==> config.mk <==
export PLATFORM = sky130hd
export DESIGN_NAME = playfield_pixel_reader
export DESIGN_NICKNAME = d
export VERILOG_FILES = /design/src/rtl/playfield_pixel_reader_pkg.sv /design/src/rtl/playfield_palette.sv /design/src/rtl/playfield_pixel_reader.sv
export SDC_FILE = /design/constraint.sdc
export NUM_CORES = 1
export LEC_CHECK = 0
export ABC_AREA = 1
export BUFFER_PORTS_ARGS = -buffer_cell sky130_fd_sc_hd__buf_2
export CAP_MARGIN = 20
export CORE_ASPECT_RATIO = 0.8
export CORE_UTILIZATION = 45
export DETAILED_ROUTE_END_ITERATION = 6
export MAX_ROUTING_LAYER = met4
export PLACE_DENSITY = 0.82
export SETUP_SLACK_MARGIN = 0.05
export SYNTH_ARGS = -nofsm -noshare
export SYNTH_HDL_FRONTEND = slang
export SYNTH_SLANG_ARGS = --single-unit
==> constraint.sdc <==
create_clock -name vga_clk_i -period 3 [get_ports vga_clk_i]
set_clock_uncertainty 0.1 [all_clocks]
set_input_delay 0.15 -clock vga_clk_i [delete_from_list [all_inputs] [get_ports vga_clk_i]]
set_output_delay 0.15 -clock vga_clk_i [all_outputs]
set_load 0.1 [all_outputs]
==> src/rtl/playfield_pixel_reader_pkg.sv <==
// Shared geometry defaults, palette colours and cell-code constants for the
// playfield pixel reader.
package playfield_pixel_reader_pkg;

  localparam int X_MAP  = 235;
  localparam int Y_MAP  = 10;
  localparam int CELL_W = 19;
  localparam int CELL_H = 23;
  localparam int COLS   = 10;
  localparam int ROWS   = 20;
  localparam int CODE_W = 5;

  localparam logic [7:0] BG_LEVEL  = 8'd90;
  localparam logic [7:0] OUT_LEVEL = 8'd34;

  // Codes 10..19 are the falling-piece copies of colours 0..9.
  localparam logic [CODE_W-1:0] FALL_OFFSET = 5'd10;
  localparam logic [CODE_W-1:0] CODE_LIMIT  = 5'd20;

  typedef struct packed {
    logic [7:0] r;
    logic [7:0] g;
    logic [7:0] b;
  } rgb_t;

  localparam rgb_t PAL_BG     = '{r: BG_LEVEL,  g: BG_LEVEL,  b: BG_LEVEL};
  localparam rgb_t PAL_OUT    = '{r: OUT_LEVEL, g: OUT_LEVEL, b: OUT_LEVEL};
  localparam rgb_t PAL_WHITE  = '{r: 8'd255, g: 8'd255, b: 8'd255};
  localparam rgb_t PAL_CYAN   = '{r: 8'd0,   g: 8'd255, b: 8'd255};
  localparam rgb_t PAL_YELLOW = '{r: 8'd255, g: 8'd255, b: 8'd0};
  localparam rgb_t PAL_PURPLE = '{r: 8'd128, g: 8'd0,   b: 8'd128};
  localparam rgb_t PAL_GREEN  = '{r: 8'd0,   g: 8'd255, b: 8'd0};
  localparam rgb_t PAL_RED    = '{r: 8'd255, g: 8'd0,   b: 8'd0};
  localparam rgb_t PAL_BLUE   = '{r: 8'd0,   g: 8'd0,   b: 8'd255};
  localparam rgb_t PAL_ORANGE = '{r: 8'd255, g: 8'd127, b: 8'd0};
  localparam rgb_t PAL_GREY   = '{r: 8'd127, g: 8'd127, b: 8'd127};

endpackage

==> src/rtl/playfield_palette.sv <==
// Combinational cell-code to RGB lookup; falling-piece codes share the colour
// of their base code, and unused codes render as the empty-cell grey.
module playfield_palette
  import playfield_pixel_reader_pkg::*;
(
  input  logic [CODE_W-1:0] code_i,
  output rgb_t              rgb_o
);

  logic [CODE_W-1:0] base;

  always_comb begin
    base  = (code_i >= FALL_OFFSET) ? code_i - FALL_OFFSET : code_i;
    rgb_o = PAL_BG;
    if (code_i < CODE_LIMIT) begin
      case (base)
        5'd1:    rgb_o = PAL_WHITE;
        5'd2:    rgb_o = PAL_CYAN;
        5'd3:    rgb_o = PAL_YELLOW;
        5'd4:    rgb_o = PAL_PURPLE;
        5'd5:    rgb_o = PAL_GREEN;
        5'd6:    rgb_o = PAL_RED;
        5'd7:    rgb_o = PAL_BLUE;
        5'd8:    rgb_o = PAL_ORANGE;
        5'd9:    rgb_o = PAL_GREY;
        default: rgb_o = PAL_BG;
      endcase
    end
  end

endmodule

==> src/rtl/playfield_pixel_reader.sv <==
// Playfield read side: fetches one map row per VGA line into a row buffer and
// converts pixel coordinates to RGB through a fixed two-stage pipeline.
module playfield_pixel_reader
  import playfield_pixel_reader_pkg::*;
(
  input  logic                   vga_clk_i,
  input  logic                   reset_i,
  input  logic [11:0]            pix_x_i,
  input  logic [11:0]            pix_y_i,
  input  logic                   hs_i,
  input  logic                   vs_i,
  input  logic                   active_i,
  output logic                   row_rd_o,
  output logic [4:0]             row_addr_o,
  input  logic [COLS*CODE_W-1:0] row_data_i,
  output logic [7:0]             vga_r_o,
  output logic [7:0]             vga_g_o,
  output logic [7:0]             vga_b_o,
  output logic                   hs_o,
  output logic                   vs_o,
  output logic                   active_o
);

  localparam logic [11:0] X_LO     = 12'(X_MAP);
  localparam logic [11:0] X_HI     = 12'(X_MAP + COLS * CELL_W);
  localparam logic [11:0] Y_LO     = 12'(Y_MAP);
  localparam logic [11:0] Y_HI     = 12'(Y_MAP + ROWS * CELL_H);
  localparam logic [4:0]  SUBX_MAX = 5'(CELL_W - 1);
  localparam logic [4:0]  SUBY_MAX = 5'(CELL_H - 1);
  localparam logic [4:0]  ROW_MAX  = 5'(ROWS - 1);
  localparam logic [3:0]  COL_MAX  = 4'(COLS - 1);

  logic                   synced_q, synced_d;
  logic [4:0]             row_q, row_d;
  logic [4:0]             suby_q, suby_d;
  logic [3:0]             col_q, col_d;
  logic [4:0]             subx_q, subx_d;
  logic                   row_rd_q;
  logic [4:0]             row_addr_q;
  logic                   fetch_q;
  logic [COLS*CODE_W-1:0] row_buf_q;

  logic       s1_in_region_q, s1_hs_q, s1_vs_q, s1_active_q;
  logic [3:0] s1_col_q;
  rgb_t       rgb_q, rgb_d;
  logic       hs_q, vs_q, active_q;

  logic              line_start, x_in, y_in, in_region;
  logic [CODE_W-1:0] cell_code;
  rgb_t              pal_rgb;

  always_comb begin
    line_start = (pix_x_i == 12'd0);
    x_in       = (pix_x_i >= X_LO) && (pix_x_i < X_HI);
    y_in       = (pix_y_i >= Y_LO) && (pix_y_i < Y_HI);
    in_region  = x_in && y_in && synced_q;

    synced_d = synced_q;
    row_d    = row_q;
    suby_d   = suby_q;
    if (line_start) begin
      if (pix_y_i == Y_LO) begin
        row_d    = 5'd0;
        suby_d   = 5'd0;
        synced_d = 1'b1;
      end else if (synced_q && (pix_y_i > Y_LO) && (pix_y_i < Y_HI)) begin
        if (suby_q == SUBY_MAX) begin
          suby_d = 5'd0;
          if (row_q != ROW_MAX) row_d = row_q + 5'd1;
        end else begin
          suby_d = suby_q + 5'd1;
        end
      end
    end

    // Column state describes the pixel being presented, so it is resolved
    // combinationally from the previous pixel's counters.
    col_d  = col_q;
    subx_d = subx_q;
    if (pix_x_i == X_LO) begin
      col_d  = 4'd0;
      subx_d = 5'd0;
    end else if (x_in) begin
      if (subx_q == SUBX_MAX) begin
        subx_d = 5'd0;
        if (col_q != COL_MAX) col_d = col_q + 4'd1;
      end else begin
        subx_d = subx_q + 5'd1;
      end
    end
  end

  always_comb begin
    cell_code = '0;
    for (int j = 0; j < COLS; j++) begin
      if (s1_col_q == 4'(j)) cell_code = row_buf_q[j*CODE_W +: CODE_W];
    end
  end

  playfield_palette u_palette (
    .code_i (cell_code),
    .rgb_o  (pal_rgb)
  );

  always_comb begin
    rgb_d = '0;
    if (s1_active_q) rgb_d = s1_in_region_q ? pal_rgb : PAL_OUT;
  end

  always_ff @(posedge vga_clk_i) begin
    if (reset_i) begin
      synced_q       <= 1'b0;
      row_q          <= '0;
      suby_q         <= '0;
      col_q          <= '0;
      subx_q         <= '0;
      row_rd_q       <= 1'b0;
      row_addr_q     <= '0;
      fetch_q        <= 1'b0;
      row_buf_q      <= '0;
      s1_in_region_q <= 1'b0;
      s1_col_q       <= '0;
      s1_hs_q        <= 1'b1;
      s1_vs_q        <= 1'b1;
      s1_active_q    <= 1'b0;
      rgb_q          <= '0;
      hs_q           <= 1'b1;
      vs_q           <= 1'b1;
      active_q       <= 1'b0;
    end else begin
      synced_q <= synced_d;
      row_q    <= row_d;
      suby_q   <= suby_d;
      col_q    <= col_d;
      subx_q   <= subx_d;
      row_rd_q <= line_start;
      if (line_start) row_addr_q <= (row_d > ROW_MAX) ? ROW_MAX : row_d;
      // Map memory answers one cycle after the strobe; snapshot held all line.
      fetch_q <= row_rd_q;
      if (fetch_q) row_buf_q <= row_data_i;

      s1_in_region_q <= in_region;
      s1_col_q       <= col_d;
      s1_hs_q        <= hs_i;
      s1_vs_q        <= vs_i;
      s1_active_q    <= active_i;

      rgb_q    <= rgb_d;
      hs_q     <= s1_hs_q;
      vs_q     <= s1_vs_q;
      active_q <= s1_active_q;
    end
  end

  assign row_rd_o   = row_rd_q;
  assign row_addr_o = row_addr_q;
  assign vga_r_o    = rgb_q.r;
  assign vga_g_o    = rgb_q.g;
  assign vga_b_o    = rgb_q.b;
  assign hs_o       = hs_q;
  assign vs_o       = vs_q;
  assign active_o   = active_q;

endmodule

# Word-level counts from Yosys, hierarchy flattened
# Memories as Yosys holds them, arrays and structs flattened.
# Cells that the tools add are included.
dict set report totals {
  word_cells 97
  ff_bits 108
  romBits 384
  n_memories 1
  input_bits 79
}
# memory words word_bits read_ports rd_ports_with_merged_regs write_ports line_no
set memory_table {}
lappend memory_table {{(name not given)} 16 24 1 0 0 playfield_palette.sv:16} ;# case (base)
dict set report classes {
  eq_ne 15
  n_reduce_logical 16
  n_addsub 5
  mux 24
  n_lt_le_gt_ge 8
  bitwise_logic 3
}
# operator count
set op_table {}
lappend op_table {{two-way mux 5 bit} 21}
lappend op_table {{two-way mux 23 bit} 2}
lappend op_table {{< comparator 12 x 9 -> 1 bit (second input constant)} 2}
lappend op_table {{two-way mux 22 bit} 1}
lappend op_table {{== test 4 x 3 -> 1 bit (second input constant)} 4}
lappend op_table {{adder 5 x 1 -> 5 bit (second input constant)} 3}
lappend op_table {{== test 12 x 4 -> 1 bit (second input constant)} 1}
lappend op_table {{== test 12 x 8 -> 1 bit (second input constant)} 1}
lappend op_table {{greater-or-equal comparator 12 x 4 -> 1 bit (second input constant)} 1}
lappend op_table {{greater-or-equal comparator 12 x 8 -> 1 bit (second input constant)} 1}
lappend op_table {{> comparator 12 x 4 -> 1 bit (second input constant)} 1}
lappend op_table {{zero test 12 bit} 1}
lappend op_table {{== test 5 bit (second input constant)} 2}
lappend op_table {{== test 4 x 2 -> 1 bit (second input constant)} 2}
lappend op_table {{== test 4 bit (second input constant)} 2}
lappend op_table {{logical AND 1 bit} 6}
lappend op_table {{greater-or-equal comparator 5 x 4 -> 1 bit (second input constant)} 1}
lappend op_table {{> comparator 5 bit (second input constant)} 1}
lappend op_table {{< comparator 5 bit (second input constant)} 1}
lappend op_table {{inequality test 5 bit (second input constant)} 1}
lappend op_table {{OR reduction 5 bit} 1}
lappend op_table {{subtractor 5 x 4 -> 5 bit (second input constant)} 1}
lappend op_table {{adder 4 x 1 -> 4 bit (second input constant)} 1}
lappend op_table {{== test 4 x 1 -> 1 bit (second input constant)} 1}
lappend op_table {{8 further kinds} 12}

# Longest topological paths before layout
# An unclocked memory read counts as a cell.
dict set report depth {
  word_depth 17
  mapped_depth 29
  depth_no_buf 28
}

# Cells and area by module
# Synthesis repeated with hierarchy kept, for this count alone.
dict set report hier_totals {
  cells_unflattened 790
  hier_area_um2 5421.4
}
# module seq_area_each_um2 area_per_inst_um2 cells_per_inst n_inst
set modules_own_cells {}
lappend modules_own_cells {playfield_pixel_reader 2162.1 4784.6 676 1}
lappend modules_own_cells {playfield_palette 0.0 636.9 114 1}

# Worst setup path before layout
# No wires, ideal clock.
dict set report synth_path {
  path_type {register -> register}
  startpoint {register s1_col_q[1]}
  endpoint {register rgb_q (netlist bit vga_g_o[1])}
  path_buffers 1
  path_stages_with_launch 26
  arrival_ps 2806
  setup_slack_ps -29
  required_time_ps 2777
  cell_sequence {dfxtp_1 inv_1 ha_1 buf_4 inv_1 nand4_1 nand3_1 nand3_1 nand3_1 nand2_1 nand2_1 nand2_1 nand2_1 nand2_2 nand2_1 ha_1 inv_1 a21oi_1 nand3_1 nand3_2 nand2_1 nand2_1 inv_1 ha_1 nor3_2 a21oi_1}
}
dict set report synth_via {
  elab_chain_cells 17
  elab_cells_between_ends 28
  classes_between {add/sub: 1; order compare: 2; eq/ne: 9; mux: 14; reduce/logical: 1; memory: 1}
}
# element line_no
set synth_lines {}
lappend synth_lines {{from (decl)} playfield_pixel_reader.sv:44} ;# logic [3:0] s1_col_q;
lappend synth_lines {{from (signal assigned)} playfield_pixel_reader.sv:143} ;# s1_col_q <= col_d;
lappend synth_lines {{zero test 4 bit} playfield_pixel_reader.sv:96} ;# if (s1_col_q == 4'(j)) cell_code = row_buf_q[j*CODE_W +: CODE_W];
lappend synth_lines {{two-way mux 5 bit (9 in series)} playfield_pixel_reader.sv:96}
lappend synth_lines {{two-way mux 5 bit (*)} playfield_pixel_reader.sv:96}
lappend synth_lines {{subtractor 5 x 4 -> 5 bit / greater-or-equal comparator 5 x 4 -> 1 bit (equally long branches)} playfield_palette.sv:13} ;# base = (code_i >= FALL_OFFSET) ? code_i - FALL_OFFSET : code_i;
lappend synth_lines {{two-way mux 5 bit} playfield_palette.sv:13}
lappend synth_lines {{memory read (16 x 24 bit)} -}
lappend synth_lines {{two-way mux 23 bit} playfield_palette.sv:16}
lappend synth_lines {{two-way mux 23 bit (*)} playfield_palette.sv:15} ;# if (code_i < CODE_LIMIT) begin
lappend synth_lines {{two-way mux 22 bit (*)} playfield_pixel_reader.sv:107} ;# if (s1_active_q) rgb_d = s1_in_region_q ? pal_rgb : PAL_OUT;
lappend synth_lines {{to (signal assigned)} playfield_pixel_reader.sv:148} ;# rgb_q <= rgb_d;
lappend synth_lines {{to (decl)} playfield_pixel_reader.sv:45} ;# rgb_t rgb_q, rgb_d;
# Mark *: on every way between the ends. The rest lies on a longest branch, timed or not.
# A chain may end at the register's enable or synchronous reset.

# Worst setup path after layout
dict set report layout_path {
  startpoint {register s1_col_q[3]}
  endpoint {register rgb_q (netlist bit vga_b_o[5])}
}
# Same word-level chain as after synthesis.

==> out/results.ini <==
[run_status]
status=finished, violations left
violations=negative setup slack

[place]
dpl.hpwl_um=8730
dp_slack_ps=-77.3
io_buffers=111
gp_congestion=0.872

[pwr]
powerDensity_nw_per_um2=404
p_sw_share_pct=21.8
clkPwrFrac_pct=45.5
p_leak_uw=0.00325
switchingPower_uw=607
ir_drop_mv=0.258
intPower_uw=2170
share_comb_of_total_power_pct=7.0
seq_power_share_pct=47.5

[clock_tree]
htree_levels=3
cts_tree=done
clk_pin_slew_ps=70
insertion_delay_ps=350
clk_path_buf_depth=2
cts_root_buf=clkbuf_16
clock-sinks=99
cts_made_buffers=9

[timing]
period_share_pct=100
max_freq_ghz=0.332
slew_violations=0
worst_slew_pin_slew_ps=884
finalCriticalPeriod_ps=3010
hold_viol=0
rsz0062_at_grt=true
worst_slack_ps=-13.0
slew_headroom_pct=41.0
setup_violations=2

[yosys]
ys_ff_latch=99
synth-async-reset-ratio_pct=0
syn_area_um2=5010
ys.flop_type=dfxtp_1
synth_cell_type_count=43
syn-num-nets=807
ys.warnings.count=0
synth_edf_count=0
synthCells=712
yosysSeqAreaShare_pct=39.6
avgSynthCellArea_um2=7.03

[floorplanning]
initial_core_util_pct=46.2
die_h_um=96.4
rows=34
fp.dieArea_um2=11600
die_w_um=120
io_pins=112
core_um2=10800

[global_route]
grt_pass1_wl_um=21400
first_global_vias=4762
antenna_found_initial=0
grt_usage_pct=24.0
grt_max_degree=56
grt_overflow=0

[critical_path]
cp.arrival_ps=3210
crit-reg2reg-launch=s1_col_q[3]$_SDFFE_PP0P_
r2r_setup_slack_ps=-10
cp-start-kind=register
required_ps=3200
slowest_stage=dfxtp_4
worst-setup-path-type=register to register
crit_fanout=6
worstPathCellList=nor2_4 -> buf_4 -> nand4_1 -> nand3_1 -> nand3_1 -> nand3_1 -> nand2_1 -> nand2_1 -> nand2_1 -> nand2_1 -> nand2_2 -> nand2_2 -> ha_4 -> inv_2 -> a21oi_2 -> nand3_2 -> nand4_1 -> nand2_4 -> inv_1 -> ha_2 -> nand4_1 -> nand3_2 -> nand2_2 -> inv_2
endpoint_kind=register
cp_slowest_stage_delay_ps=370
r2r_end=vga_b_o[5]$_SDFF_PP0_
crit_path_frequent_cell=nand2_1
rr_worst_depth=24

[min_path]
hold_path_end=row_buf_q[2]$_SDFFE_PP0P_
worstHoldStart=row_data_i[2]
min_path_cells=3
hp-class=input pin to register

[cells_and_area]
fin_util_pct=63.4
n_antenna_cell=0
drive_gt1_share_pct=27.9
final_nets=979
area_delta_synth_final_pct=37.4

[routing]
via_per_inst=5.05
num_vias=5214
wl_um=13600
post-route-drc-count=0
drt_iter0_drc=321
drt-pass1-iter-count=5
wl_per_cell_um=13.2
drt.antenna.violating_nets=0

[flow_run]
drv_cap=0

==> kinds of logic after synthesis <==
group,synth area share (%)
DFF,39.6
buffers and inverters,9.92
and+or+nand+nor,34.5
adders and majority gates,4.00
xor gates and xnor gates,0.700
AOI/OAI and AO/OA,11.3
==> power groups by stage <==
stage	clock, uW	combinational (uW)	sequential (uW)
after global routing	1330	212	1320
final	1260	195	1320
after global placement	0	138	1350
after floorplan	0	37.6	1390
after CTS	1290	190	1320
after detailed placement	0	140	1350
==> metal layers <==
layer  GRT usage, %  part of all wire, %  wire length [um]  vias up
li1               -                    -                 -     2615
met1           29.1                   45              6140     2379
met2           39.2                   47              6450      185
met3           6.10                  5.5               746       35
met4           7.50                  2.1               281        0
met5              -                    0                 0        -
==> metrics by stage <==
step           cell area (um2)  hold slack [ps]  TNS, ps  power, uW  std cells
3_3_place_gp              5740              233        0       1490        958
2_1_floorplan             5010              154        0       1430        712
5_1_grt                   6880             13.0    -1550       2870       1033
3_5_place_dp              5740              237     -275       1490        958
4_1_cts                   6700             12.0        0       2800       1029
6_report                  6880             28.9    -18.0       2780       1033
==> timing repair <==
action,in CTS,in global routing
pin swaps,5,30
endpoints found under the hold margin,50,0
gates cloned,0,0
hold buffers,50,0
endpoints found under the setup margin,12,15
buffers inserted,5,5
gates resized for setup,23,40
==> Yosys cell counts (6+ instances only) <==
cell type | n | area share [%]
a21oi_1 | 27 | 2.7
buf_4 | 10 | 1.5
clkbuf_1 | 18 | 1.3
dfxtp_1 | 99 | 40
ha_1 | 16 | 4.0
inv_1 | 76 | 5.7
inv_2 | 8 | 0.60
nand2_1 | 109 | 8.2
nand2_2 | 10 | 1.2
nand3_1 | 43 | 4.3
nand3_2 | 6 | 1.2
nand4_1 | 14 | 1.7
nor2_1 | 141 | 11
nor2_4 | 6 | 1.3
nor3_1 | 11 | 1.1
o21ai_0 | 62 | 6.2
or2_2 | 8 | 1.0
==> cells in the final DEF, fill, tap and decap left out, types with 5 or more instances in the layout <==
cell type	instances
nor2_1	140
or2_2	8
ha_4	6
nand2_2	13
ha_2	5
nand2_4	9
nand4_1	14
clkbuf_16	9
inv_2	11
o21ai_0	62
buf_2	111
a21oi_1	26
ha_1	5
inv_1	70
buf_4	26
dlygate4sd3_1	50
nor4_1	5
nor3_1	11
nor2_4	6
nand3_1	32
nand2_1	100
dfxtp_1	95
nand3_2	16
==> flip-flops by register name, summed over array words and instances, names as in the netlist, 4 cells and up <==
signal / flops
row_buf_q: 50
vga_r_o: 5
vga_b_o: 5
row_addr_o: 5
subx_q: 5
vga_g_o: 5
suby_q: 5
row_q: 5
s1_col_q: 4
==> worst max-delay path by stage <==
stage / from / to / slack (ps)
2_1_floorplan: s1_col_q[1]$_SDFFE_PP0P_ / vga_g_o[1]$_SDFF_PP0_ / 70
3_3_place_gp: s1_col_q[1]$_SDFFE_PP0P_ / vga_b_o[5]$_SDFF_PP0_ / 60
3_5_place_dp: s1_col_q[0]$_SDFFE_PP0P_ / vga_g_o[1]$_SDFF_PP0_ / -80
4_1_cts: s1_col_q[0]$_SDFFE_PP0P_ / vga_b_o[5]$_SDFF_PP0_ / 40
5_1_grt: s1_col_q[1]$_SDFFE_PP0P_ / vga_b_o[5]$_SDFF_PP0_ / -200
6_report: s1_col_q[3]$_SDFFE_PP0P_ / vga_b_o[5]$_SDFF_PP0_ / -10
==> layout make-up <==
class | instances | area [um2]
inverters | 87 | 342
multi-input cells | 496 | 2740
repair buffers | 191 | 1300
clock inverters | 5 | 85.1
fillers | 877 | 3970
clock buffers | 11 | 243
flip-flops and latches | 99 | 1990
well taps | 144 | 180
==> worst max-delay path, delay by kind of cell, from the launching register on <==
family / cells / cell delay (ps)
buffers and inverters: 4 / 350
AND/OR/NAND/NOR: 17 / 1670
flip-flops: 1 / 370
adder cells (fa/ha/maj): 2 / 360
AO/OA/AOI/OAI: 1 / 120
No activity file was read; power rests on OpenSTA's default activity.
